**src/rtl/cpu_pkg.sv**
```systemverilog
// Shared CPU definitions.
// MEM-stage FSM encoding and data-memory timeout defaults.
package cpu_pkg;

   typedef enum logic [1:0] {
      IDLE = 2'd0,
      WAIT = 2'd1,
      DONE = 2'd2
   } mem_state_e;

   localparam int TIMEOUT_DEF = 15;
   localparam int CNT_W       = 4;

endpackage

```
**src/rtl/mem_timeout_cnt.sv**
```systemverilog
// Wait-cycle counter for the MEM-stage memory access.
// tc flags the last WAIT cycle allowed before the access is aborted.
module mem_timeout_cnt
   import cpu_pkg::*;
#(
   parameter int TIMEOUT = TIMEOUT_DEF
) (
   input  logic clk,
   input  logic reset,
   input  logic clr,
   input  logic en,
   output logic tc
);

   logic [CNT_W-1:0] cnt;

   // count WAIT cycles; cleared whenever no access is waiting
   always_ff @(posedge clk or negedge reset) begin
      if (!reset)
         cnt <= '0;
      else if (clr)
         cnt <= '0;
      else if (en)
         cnt <= cnt + CNT_W'(1);
   end

   assign tc = (cnt == CNT_W'(TIMEOUT - 1));

endmodule

```
**src/rtl/mem_stage_ctrl.sv**
```systemverilog
// MEM-stage data-memory controller.
// Stalls the pipeline while a load/store waits for the memory ack.
module mem_stage_ctrl
   import cpu_pkg::*;
#(
   parameter int TIMEOUT = TIMEOUT_DEF
) (
   input  logic        clk,
   input  logic        reset,
   input  logic        Mem_MemRead,
   input  logic        Mem_MemWrite,
   input  logic        Mem_RegWrite,
   input  logic [1:0]  Mem_MemtoReg,
   input  logic [31:0] Mem_ALUout,
   input  logic [31:0] Mem_WriteData,
   input  logic [31:0] Mem_WriteAddress,
   input  logic [31:0] Mem_PCjia4,
   output logic        dmem_req,
   output logic        dmem_we,
   output logic [31:0] dmem_addr,
   output logic [31:0] dmem_wdata,
   input  logic [31:0] dmem_rdata,
   input  logic        dmem_ack,
   output logic        stall,
   output logic        Wb_RegWrite,
   output logic [1:0]  Wb_MemtoReg,
   output logic [31:0] Wb_ReadData,
   output logic [31:0] Wb_ALUout,
   output logic [31:0] Wb_WriteAddress,
   output logic [31:0] Wb_PCjia4,
   output logic        addr_err,
   output logic        bus_err
);

   mem_state_e  state;
   mem_state_e  state_nx;
   logic        access;
   logic        aligned;
   logic        start;
   logic        fin_ack;
   logic        fin_tmo;
   logic        in_wait;
   logic        tc;
   logic [31:0] rdata_q;

   assign access  = Mem_MemRead | Mem_MemWrite;
   assign aligned = (Mem_ALUout[1:0] == 2'b00);
   assign in_wait = (state == WAIT);

   mem_timeout_cnt #(
      .TIMEOUT (TIMEOUT)
   ) u_tmo (
      .clk   (clk),
      .reset (reset),
      .clr   (!in_wait),
      .en    (in_wait),
      .tc    (tc)
   );

   // next-state, stall and error decode
   always_comb begin
      state_nx = state;
      stall    = 1'b0;
      addr_err = 1'b0;
      start    = 1'b0;
      fin_ack  = 1'b0;
      fin_tmo  = 1'b0;
      unique case (state)
         IDLE: begin
            if (access) begin
               if (aligned) begin
                  state_nx = WAIT;
                  stall    = 1'b1;
                  start    = 1'b1;
               end else begin
                  addr_err = 1'b1;
               end
            end
         end
         WAIT: begin
            stall = 1'b1;
            if (dmem_ack) begin
               state_nx = DONE;
               fin_ack  = 1'b1;
            end else if (tc) begin
               state_nx = DONE;
               fin_tmo  = 1'b1;
            end
         end
         DONE: begin
            state_nx = IDLE;
         end
         default: begin
            state_nx = IDLE;
         end
      endcase
   end

   // state register
   always_ff @(posedge clk or negedge reset) begin
      if (!reset)
         state <= IDLE;
      else
         state <= state_nx;
   end

   // request capture, read-data latch and timeout flag
   always_ff @(posedge clk or negedge reset) begin
      if (!reset) begin
         dmem_we    <= 1'b0;
         dmem_addr  <= '0;
         dmem_wdata <= '0;
         rdata_q    <= '0;
         bus_err    <= 1'b0;
      end else begin
         if (start) begin
            dmem_we    <= Mem_MemWrite;
            dmem_addr  <= Mem_ALUout;
            dmem_wdata <= Mem_WriteData;
         end
         if (fin_ack)
            rdata_q <= dmem_we ? '0 : dmem_rdata;
         else if (fin_tmo)
            rdata_q <= '0;
         bus_err <= fin_tmo;
      end
   end

   assign dmem_req        = in_wait;
   assign Wb_ReadData     = rdata_q;
   assign Wb_RegWrite     = Mem_RegWrite & ~addr_err & ~bus_err;
   assign Wb_MemtoReg     = Mem_MemtoReg;
   assign Wb_ALUout       = Mem_ALUout;
   assign Wb_WriteAddress = Mem_WriteAddress;
   assign Wb_PCjia4       = Mem_PCjia4;

endmodule

```
**config.mk**
```make
export PLATFORM = sky130hd
export DESIGN_NAME = mem_stage_ctrl
export DESIGN_NICKNAME = d
export VERILOG_FILES = /design/src/rtl/cpu_pkg.sv /design/src/rtl/mem_timeout_cnt.sv /design/src/rtl/mem_stage_ctrl.sv
export SDC_FILE = /design/constraint.sdc
export NUM_CORES = 1
export LEC_CHECK = 0
export ABC_AREA = 1
export CAP_MARGIN = 10
export CORE_AREA = 4 4 140 142
export CTS_BUF_LIST = sky130_fd_sc_hd__clkbuf_8 sky130_fd_sc_hd__clkbuf_16
export DETAILED_ROUTE_END_ITERATION = 10
export DIE_AREA = 0 0 144 146
export PLACE_DENSITY_LB_ADDON = 0.3
export SLEW_MARGIN = 5
export SYNTH_ARGS = -nofsm -noshare
export SYNTH_HDL_FRONTEND = slang
export SYNTH_HIERARCHICAL = 1
export SYNTH_SLANG_ARGS = --single-unit
```
**constraint.sdc**
```tcl
create_clock -name clk -period 2.4 [get_ports clk]
set_input_delay 0.36 -clock clk [delete_from_list [all_inputs] [get_ports clk]]
set_output_delay 0.36 -clock clk [all_outputs]
set_load 0.005 [all_outputs]
```
Word level (Yosys, flattened, before mapping)
Cells that the tools add are included.
{"block": "classes", "muxes": 21, "n_reduce_logical": 4, "bitwise": 5, "addsub": 1, "n_eq_ne": 5}
{"op": "32-bit two-way mux", "n": 3}
{"op": "1-bit two-way mux", "n": 11}
{"op": "2-bit two-way mux", "n": 4}
{"op": "4-bit by 1-bit adder with 4-bit output (second input constant)", "n": 1}
{"op": "4-bit == test (second input constant)", "n": 1}
{"op": "2-bit zero test", "n": 2}
{"op": "4-bit two-way mux", "n": 1}
{"op": "2-bit inequality test (second input constant)", "n": 2}
{"op": "2-bit case mux with 2 select lines", "n": 1}
{"op": "3-bit by 1-bit inequality test with 1-bit output (second input constant)", "n": 1}
{"op": "3-bit AND reduction", "n": 1}
{"op": "1-bit bitwise AND", "n": 2}
{"op": "2-bit by 1-bit == test with 1-bit output (second input constant)", "n": 1}
{"op": "1-bit inverter", "n": 2}
{"op": "1-bit case mux with 2 select lines", "n": 1}
{"op": "2-bit nonzero test", "n": 1}
{"op": "1-bit bitwise OR", "n": 1}
{"block": "totals", "reg_bits": 104, "word_cells": 43, "output_inout_bits": 200}

Longest topological paths before layout
Gate-level depths: netlist of run 1.
{"block": "logic_depth", "ltp_word": 7, "depth_mapped": 8, "ltp_nobuf": 8}

Hierarchy
The synthesis of run 1 kept the hierarchy.
{"module": "mem_stage_ctrl", "area_per_inst_um2": 4890.9, "seq_area_each_um2": 2502.4, "cells_each": 553, "n_inst": 1}
{"module": "mem_timeout_cnt", "area_per_inst_um2": 225.2, "seq_area_each_um2": 100.1, "cells_each": 25, "n_inst": 1}

Least setup slack after synthesis of run 1
No wires, ideal clock.
{"block": "synth_path", "kind": "register to register", "startpoint": "reg u_tmo.cnt[0]", "endpoint": "reg rdata_q[22], in the netlist Wb_ReadData[22]", "arrival_time_ns": 1.247, "n_path_buf": 1, "stages_incl_launch_ff": 8, "slack_ns": 1.087, "path_cell_list": "dfrtp_1 > inv_1 > ha_1 > and3_1 > o21ai_2 > buf_4 > nand2_1 > nand2_1"}
{"block": "synth_via", "elab_chain_len": 5}
{"element": "from (decl)", "line": "mem_timeout_cnt.sv:15", "rtl": "logic [CNT_W-1:0] cnt;"}
{"element": "from (signal assigned)", "line": "mem_timeout_cnt.sv:24", "rtl": "cnt <= cnt + CNT_W'(1);"}
{"element": "4-bit == test", "line": "mem_timeout_cnt.sv:27", "rtl": "assign tc = (cnt == CNT_W'(TIMEOUT - 1));"}
{"element": "named net tc", "line": "mem_stage_ctrl.sv:43", "rtl": "logic tc;"}
{"element": "1-bit two-way mux", "line": "mem_stage_ctrl.sv:85", "rtl": "end else if (tc) begin"}
{"element": "1-bit two-way mux", "line": "mem_stage_ctrl.sv:82", "rtl": "if (dmem_ack) begin"}
{"element": "1-bit two-way mux", "line": "mem_stage_ctrl.sv:68", "rtl": "unique case (state)"}
{"element": "2-bit nonzero test (no line)"}
{"element": "to (signal assigned)", "line": "mem_stage_ctrl.sv:122", "rtl": "rdata_q <= dmem_we ? '0 : dmem_rdata;"}
{"element": "to (decl)", "line": "mem_stage_ctrl.sv:44", "rtl": "logic [31:0] rdata_q;"}
The timed path passes the listed nets, and every way through them passes these cells.
A chain may end at the register's enable or synchronous reset.

Worst setup path after layout of run 1
{"block": "layout_path", "startpoint": "in Mem_ALUout[1]", "endpoint": "out Wb_RegWrite"}
{"block": "layout_via", "elab_chain_len": 7}
{"element": "from (decl)", "line": "mem_stage_ctrl.sv:14", "rtl": "input logic [31:0] Mem_ALUout,"}
{"element": "2-bit zero test", "line": "mem_stage_ctrl.sv:47", "rtl": "assign aligned = (Mem_ALUout[1:0] == 2'b00);"}
{"element": "1-bit two-way mux", "line": "mem_stage_ctrl.sv:71", "rtl": "if (aligned) begin"}
{"element": "1-bit two-way mux", "line": "mem_stage_ctrl.sv:70", "rtl": "if (access) begin"}
{"element": "1-bit two-way mux", "line": "mem_stage_ctrl.sv:68"}
{"element": "1-bit inverter", "line": "mem_stage_ctrl.sv:131", "rtl": "assign Wb_RegWrite = Mem_RegWrite & ~addr_err & ~bus_err;"}
{"element": "1-bit bitwise AND (2 in series)", "line": "mem_stage_ctrl.sv:131"}
{"element": "to (decl)", "line": "mem_stage_ctrl.sv:25", "rtl": "output logic Wb_RegWrite,"}
No other way between the ends.

==> flow_summary.ini, run 1 <==
[clock_network]
cts_sinks = 104
clk_latency_ns = 0.35
clkTransAtPathRegs_ns = 0.07
clk_path_buf_depth = 2
cts_hold_buf = 1
h-tree-depth = 3
cts_made_buffers = 9
cts_resized = 0
cts_tree = built
cts_root_buf = clkbuf_16
cts_setup_buffers = 0

[global_routing]
track_usage = 0.148
antenna_found_initial = 0
met3_usage = 0.0720
met2_usage = 0.239
busiest_layer = met2
grt_max_degree = 67
grt_pass1_wl_um = 24500
grt_pass1_vias = 4341
grt_overflow_total = 0
use_met1 = 0.178

[sta]
setup_slack_ns = 0.181
slew_violations = 0
timing_worst_slew_pin_value_ns = 0.764
finalSetupTns_ns = 0
hold_viol = 0
clock_skew_ns = 0.00671
period_share = 0.925
fin_crit_ns = 2.22
fmax_mhz = 451
grt_setup_unrepaired = no
finalSetupViolCount = 0
timing.slew.headroom = 0.491

[yosys]
yosysWarnings = 6
ys_types = 20
netlist_area_um2 = 5120
avgSynthCellArea_um2 = 8.85
synthesis.nets = 748
yosysSeqAreaShare = 0.509
ys_ff_latch = 104
syn_inst = 578

[flow_run]
max_cap_violations = 0

[die]
fp.dieH_um = 146
start_util = 0.277
core_area_um2 = 18500
placementRows = 50
die_x_um = 144
dieArea_um2 = 21000
io_pins = 368

[worst_setup_path]
worst-endpoint-required_ns = 2.04
endpoint_kind = output pin
worstPathCellList = clkdlybuf4s50_1 -> nor2_4 -> inv_1 -> nand3_1 -> buf_4 -> nand2_1 -> inv_1 -> clkdlybuf4s50_1
ff2ff_setup_slack_ns = 0.70
critPathSlowestCell = clkdlybuf4s50_1
r2r-start = state[1]$_DFFE_PN0P_
ff2ff_path_depth = 6
cp.depth = 8
critPathMaxFanout = 3
cp_top_family = buffers and inverters
crit_path_start_kind = input pin
crit_buf_inv = 5
cp-endpoint = Wb_RegWrite
crit_arrival_ns = 1.86
crit_start = Mem_ALUout[1]
r2r_end = dmem_wdata[28]$_DFFE_PN0P_
critPathKind = input pin to output pin
max_stage_delay_ns = 0.49

[cells_and_area]
stdcell_area_um2 = 7290
num_antenna_cells = 0
fin_nets = 874
finish.utilization = 0.395
syn_to_final_growth_pct = 42.6
drive_gt1_frac = 0.0607

[power]
p_per_area_nw_per_um2 = 823
ir_drop_mv = 0.463
leakagePower_nw = 3.43

[route]
routed_wl_um = 15900
drt_iter0_drc = 193
first_pass_iters = 4
ant_nets = 0
vias_per_cell = 4.57
num_vias = 4308
route.detailed.drc = 0
wire_per_inst_um = 16.9

[placed_design]
port_buffers = 235
placement.cell_area_um2 = 6990
place_hpwl_um = 11100
place_ws_ns = 0.171
place_congestion = 0.733

[hold_path]
hp-class = flop to flop

[status]
status = finished, final reports clean
## cell usage after synthesis (all sizes together)
master	number	area (um^2)
nand2	201	754
buf	133	925
dfrtp	104	2600
nand4	95	594
inv	17	63.8
nor2	8	50.0
clkbuf	6	22.5
nand3	5	35.0
a21oi	3	18.8
ha	2	25.0
o21ai	2	13.8
and3	1	6.26
nor3	1	5.00
## final cells by class
type,instances,area (um^2)
Sequential cell,104,2600
Tap cell,234,293
Multi-Input combinational cell,318,1520
Clock inverter,5,58.8
Timing Repair Buffer,254,2520
Fill cell,1854,11200
Clock buffer,10,239
Inverter,17,63.8
## through the flow
step | total power [mW] | std cells | hold slack (ns)
finish | 6.00 | 942 | 0.470
global route | 6.41 | 942 | 0.491
CTS | 6.13 | 942 | 0.475
detailed placement | 4.57 | 926 | 0.362
global placement | 4.56 | 926 | 0.363
floorplan | 3.25 | 578 | 0.0644
## how the worst min path moves through the flow
| stage | from | slack, ns | cells past startpoint | to |
|---|---|---|---|---|
| final | Wb_ReadData[4]$_DFFE_PN0P_ | 0.47 | 2 | Wb_ReadData[4]$_DFFE_PN0P_ |
| after global routing | Wb_ReadData[30]$_DFFE_PN0P_ | 0.49 | 2 | Wb_ReadData[30]$_DFFE_PN0P_ |
| after CTS | Wb_ReadData[4]$_DFFE_PN0P_ | 0.47 | 2 | Wb_ReadData[4]$_DFFE_PN0P_ |
| after detailed placement | reset | 0.36 | 1 | Wb_ReadData[0]$_DFFE_PN0P_ |
| after global placement | reset | 0.36 | 1 | Wb_ReadData[0]$_DFFE_PN0P_ |
| after floorplan | reset | 0.06 | 0 | Wb_ReadData[0]$_DFFE_PN0P_ |
## power by group
group          switching [mW]  internal (mW)
Clock                   0.667          0.832
Sequential              0.243           2.21
Combinational           0.839           1.21
## sequential cells by signal, indices dropped and copies added (netlist names)
| register | count |
|---|---|
| Wb_ReadData | 32 |
| dmem_addr | 32 |
| dmem_wdata | 32 |
| u_tmo/cnt | 4 |
| state | 2 |
| bus_err | 1 |
| dmem_we | 1 |
## cells in the final DEF, fill, tap and decap left out, drive strengths merged
cell type | synthesis | final
clkdlybuf4s50 | 0 | 234
bufinv | 0 | 1
nand2 | 201 | 201
nor3 | 1 | 1
a21oi | 3 | 3
nand3 | 5 | 5
nand4 | 95 | 95
dfrtp | 104 | 104
clkbuf | 6 | 10
o21ai | 2 | 2
dlygate4sd3 | 0 | 1
ha | 2 | 2
clkinv | 0 | 2
buf | 133 | 19
clkinvlp | 0 | 1
nor2 | 8 | 8
inv | 17 | 18
and3 | 1 | 1
## kinds of logic (layout without fill, tap and decap cells)
group           Yosys count  after routing  synth area share
simple gates            311            311             0.282
fa+ha+maj                 2              2           0.00489
buf+inv                 156            286             0.198
compound gates            5              5           0.00636
flops                   104            104             0.509
## worst min-delay path, stage by stage, from the launching register on
cell     delay [ns]
dfrtp_1        0.34
nand2_1        0.05
nand2_1        0.05
## layer usage
metal | routed length [um] | vias to the layer above
li1 | - | 2057
met1 | 6560 | 2049
met2 | 7380 | 179
met3 | 1730 | 23
met4 | 227 | 0
met5 | 0 | -
(Power assumes the default switching activity.)
==> run 2: changes to the inputs <==
Settings changed: CORE_AREA 4 4 140 142 to 2 2 142 144, PLACE_DENSITY set to 0.73, PLACE_DENSITY_LB_ADDON 0.3 to unset.
Clock period 2.4 ns to 2.8 ns, I/O delays scaled along.
==> run 2 against run 1 <==
  * Sequential share of layout area grew 0.22 points
  * Clock skew rose by 0.0030 ns
  * Sequential power is 13% lower
  * Wire length is 8.3% lower
  * Worst setup slack improved by 0.22 ns
  * Final cell count up 2.1%
  * First-iteration DRC count down 9.3%
  * Largest power group unchanged
==> flow_summary.ini, run 2 (synthesized netlist as in run 1, its figures left out) <==
[placed_design]
dpl.cell_count = 949
place_hpwl_um = 9900
place_congestion = 0.731
port_buffers = 235

[route]
route.detailed.drc = 0
ant_nets = 0
first_pass_iters = 4
num_vias = 4283
wire_per_inst_um = 15.2
drt_iter0_drc = 175
vias_per_cell = 4.45
routed_wl_um = 14600

[cells_and_area]
regArea_um2 = 2600
syn_to_final_growth_pct = 41.7
layout_commonest_cell = clkdlybuf4s50_1
stdcell_count = 962
mostFrequentLayoutCells = clkdlybuf4s50_1 (234), nand2_1 (200), dfrtp_1 (104), nand4_1 (95), inv_1 (17)
fin_nets = 865
drive_gt1_frac = 0.0488
num_antenna_cells = 0
multi_input_area_um2 = 1520
nFillCells = 1923

[global_routing]
grt_overflow_total = 0
antenna_found_initial = 0
grt_pass1_vias = 4209
grt_pass1_wl_um = 22400
track_usage = 0.136
grt_max_degree = 67

[status]
status = finished, final reports clean

[clock_network]
clkTransAtPathRegs_ns = 0.07
clk_path_buf_depth = 2
clk_latency_ns = 0.35
cts_tree = built
cts_root_buf = clkbuf_16
cts_hold_buf = 0
cts_resized = 0
cts_made_buffers = 9
cts_sinks = 104
cts_setup_buffers = 0
h-tree-depth = 3

[sta]
fin_crit_ns = 2.40
clock_skew_ns = 0.00970
timing_worst_slew_pin_value_ns = 0.707
slew_violations = 0
fmax_mhz = 416
finalSetupTns_ns = 0
period_share = 0.859
grt_setup_unrepaired = no
timing.slew.headroom = 0.529
hold_viol = 0
finalSetupViolCount = 0

[die]
core_area_um2 = 19300
die_x_um = 144
fp.dieH_um = 146
dieArea_um2 = 21000
io_pins = 368
placementRows = 51
start_util = 0.265

[worst_setup_path]
crit_arrival_ns = 1.98
worstPathCellList = nor2_4 -> nand3_2 -> nand2_1 -> clkdlybuf4s50_1
worst-endpoint-required_ns = 2.38
endpoint_kind = output pin
max_stage_delay_ns = 0.50
critPathKind = flop to output pin
critPathSlowestCell = clkdlybuf4s50_1
critPathMaxFanout = 20
ff2ff_setup_slack_ns = 1.02
crit_path_start_kind = flop

[power]
ir_drop_mv = 0.284
p_per_area_nw_per_um2 = 709
leakagePower_nw = 3.38

[hold_path]
hp-class = input pin to asynchronous set/reset pin

[flow_run]
max_cap_violations = 0
-- run 2: cell count changes in the layout (fill, tap and decap cells not counted), sizes merged --
cell,before,now
clkinv,2,1
dlygate4sd3,1,0
clkbuf,10,9
inv,18,17
bufinv,1,2
buf,19,11
-- run 2: critical path: cells and delay by family, from the launching register on --
kind                   cells  cell delay [ns]
AND/OR/NAND/NOR            3             0.70
flip-flops                 1             0.43
buffers and inverters      1             0.50
-- run 2: layer usage --
metal,share of wire,track usage,vias to the layer above
li1,-,-,2034
met1,0.41,0.163,2041
met2,0.48,0.226,178
met3,0.089,0.0408,30
met4,0.022,0.0564,0
met5,0,0,-
-- run 2: where the power goes --
group	total (mW)	internal, mW	leakage, nW	switching (mW)
sequential	2.12	1.90	1.32	0.220
combinational	1.71	1.02	1.92	0.690
clock	1.32	0.768	0.143	0.554
total	5.14	3.68	3.38	1.46
-- run 2: final timing paths --
path,endpoint,startpoint,cells past startpoint
worst max-delay path,stall,state[1]$_DFFE_PN0P_,4
worst min-delay path,dmem_we$_DFFE_PN0P_,reset,1
min in group clk,Wb_ReadData[10]$_DFFE_PN0P_,Wb_ReadData[10]$_DFFE_PN0P_,2
worst max register to register,dmem_wdata[23]$_DFFE_PN0P_,state[1]$_DFFE_PN0P_,4
worst min register to register,Wb_ReadData[10]$_DFFE_PN0P_,Wb_ReadData[10]$_DFFE_PN0P_,2
max in group asynchronous,dmem_wdata[27]$_DFFE_PN0P_,reset,2
-- run 2: final cells by class --
cell class                 instances  share of cell area
clock buffer                       9              0.0311
clock inverter                     4              0.0100
inverter                          17             0.00880
multi-input combinational        318               0.209
sequential                       104               0.359
tap                              265              0.0457
timing repair buffer             245               0.336
-- run 2: metrics by stage --
stage / instance area (um^2) / power (mW) / util / setup WS, ns / hold slack (ns)
after global routing: 7250 / 5.48 / 0.375 / 0.257 / 0.158
after detailed placement: 6950 / 3.87 / 0.360 / 0.561 / 0.458
after floorplan: 5120 / 2.79 / - / 1.43 / 0.124
after global placement: 6950 / 3.85 / 0.360 / 0.576 / 0.449
final: 7250 / 5.14 / 0.375 / 0.396 / 0.105
after CTS: 7250 / 5.24 / 0.375 / 0.347 / 0.126
==> run 3: changes to the inputs <==
Settings changed: CAP_MARGIN 10 to 20.
==> results of run 3 <==
Final layout, timing and power as in run 2 (identical DEF).
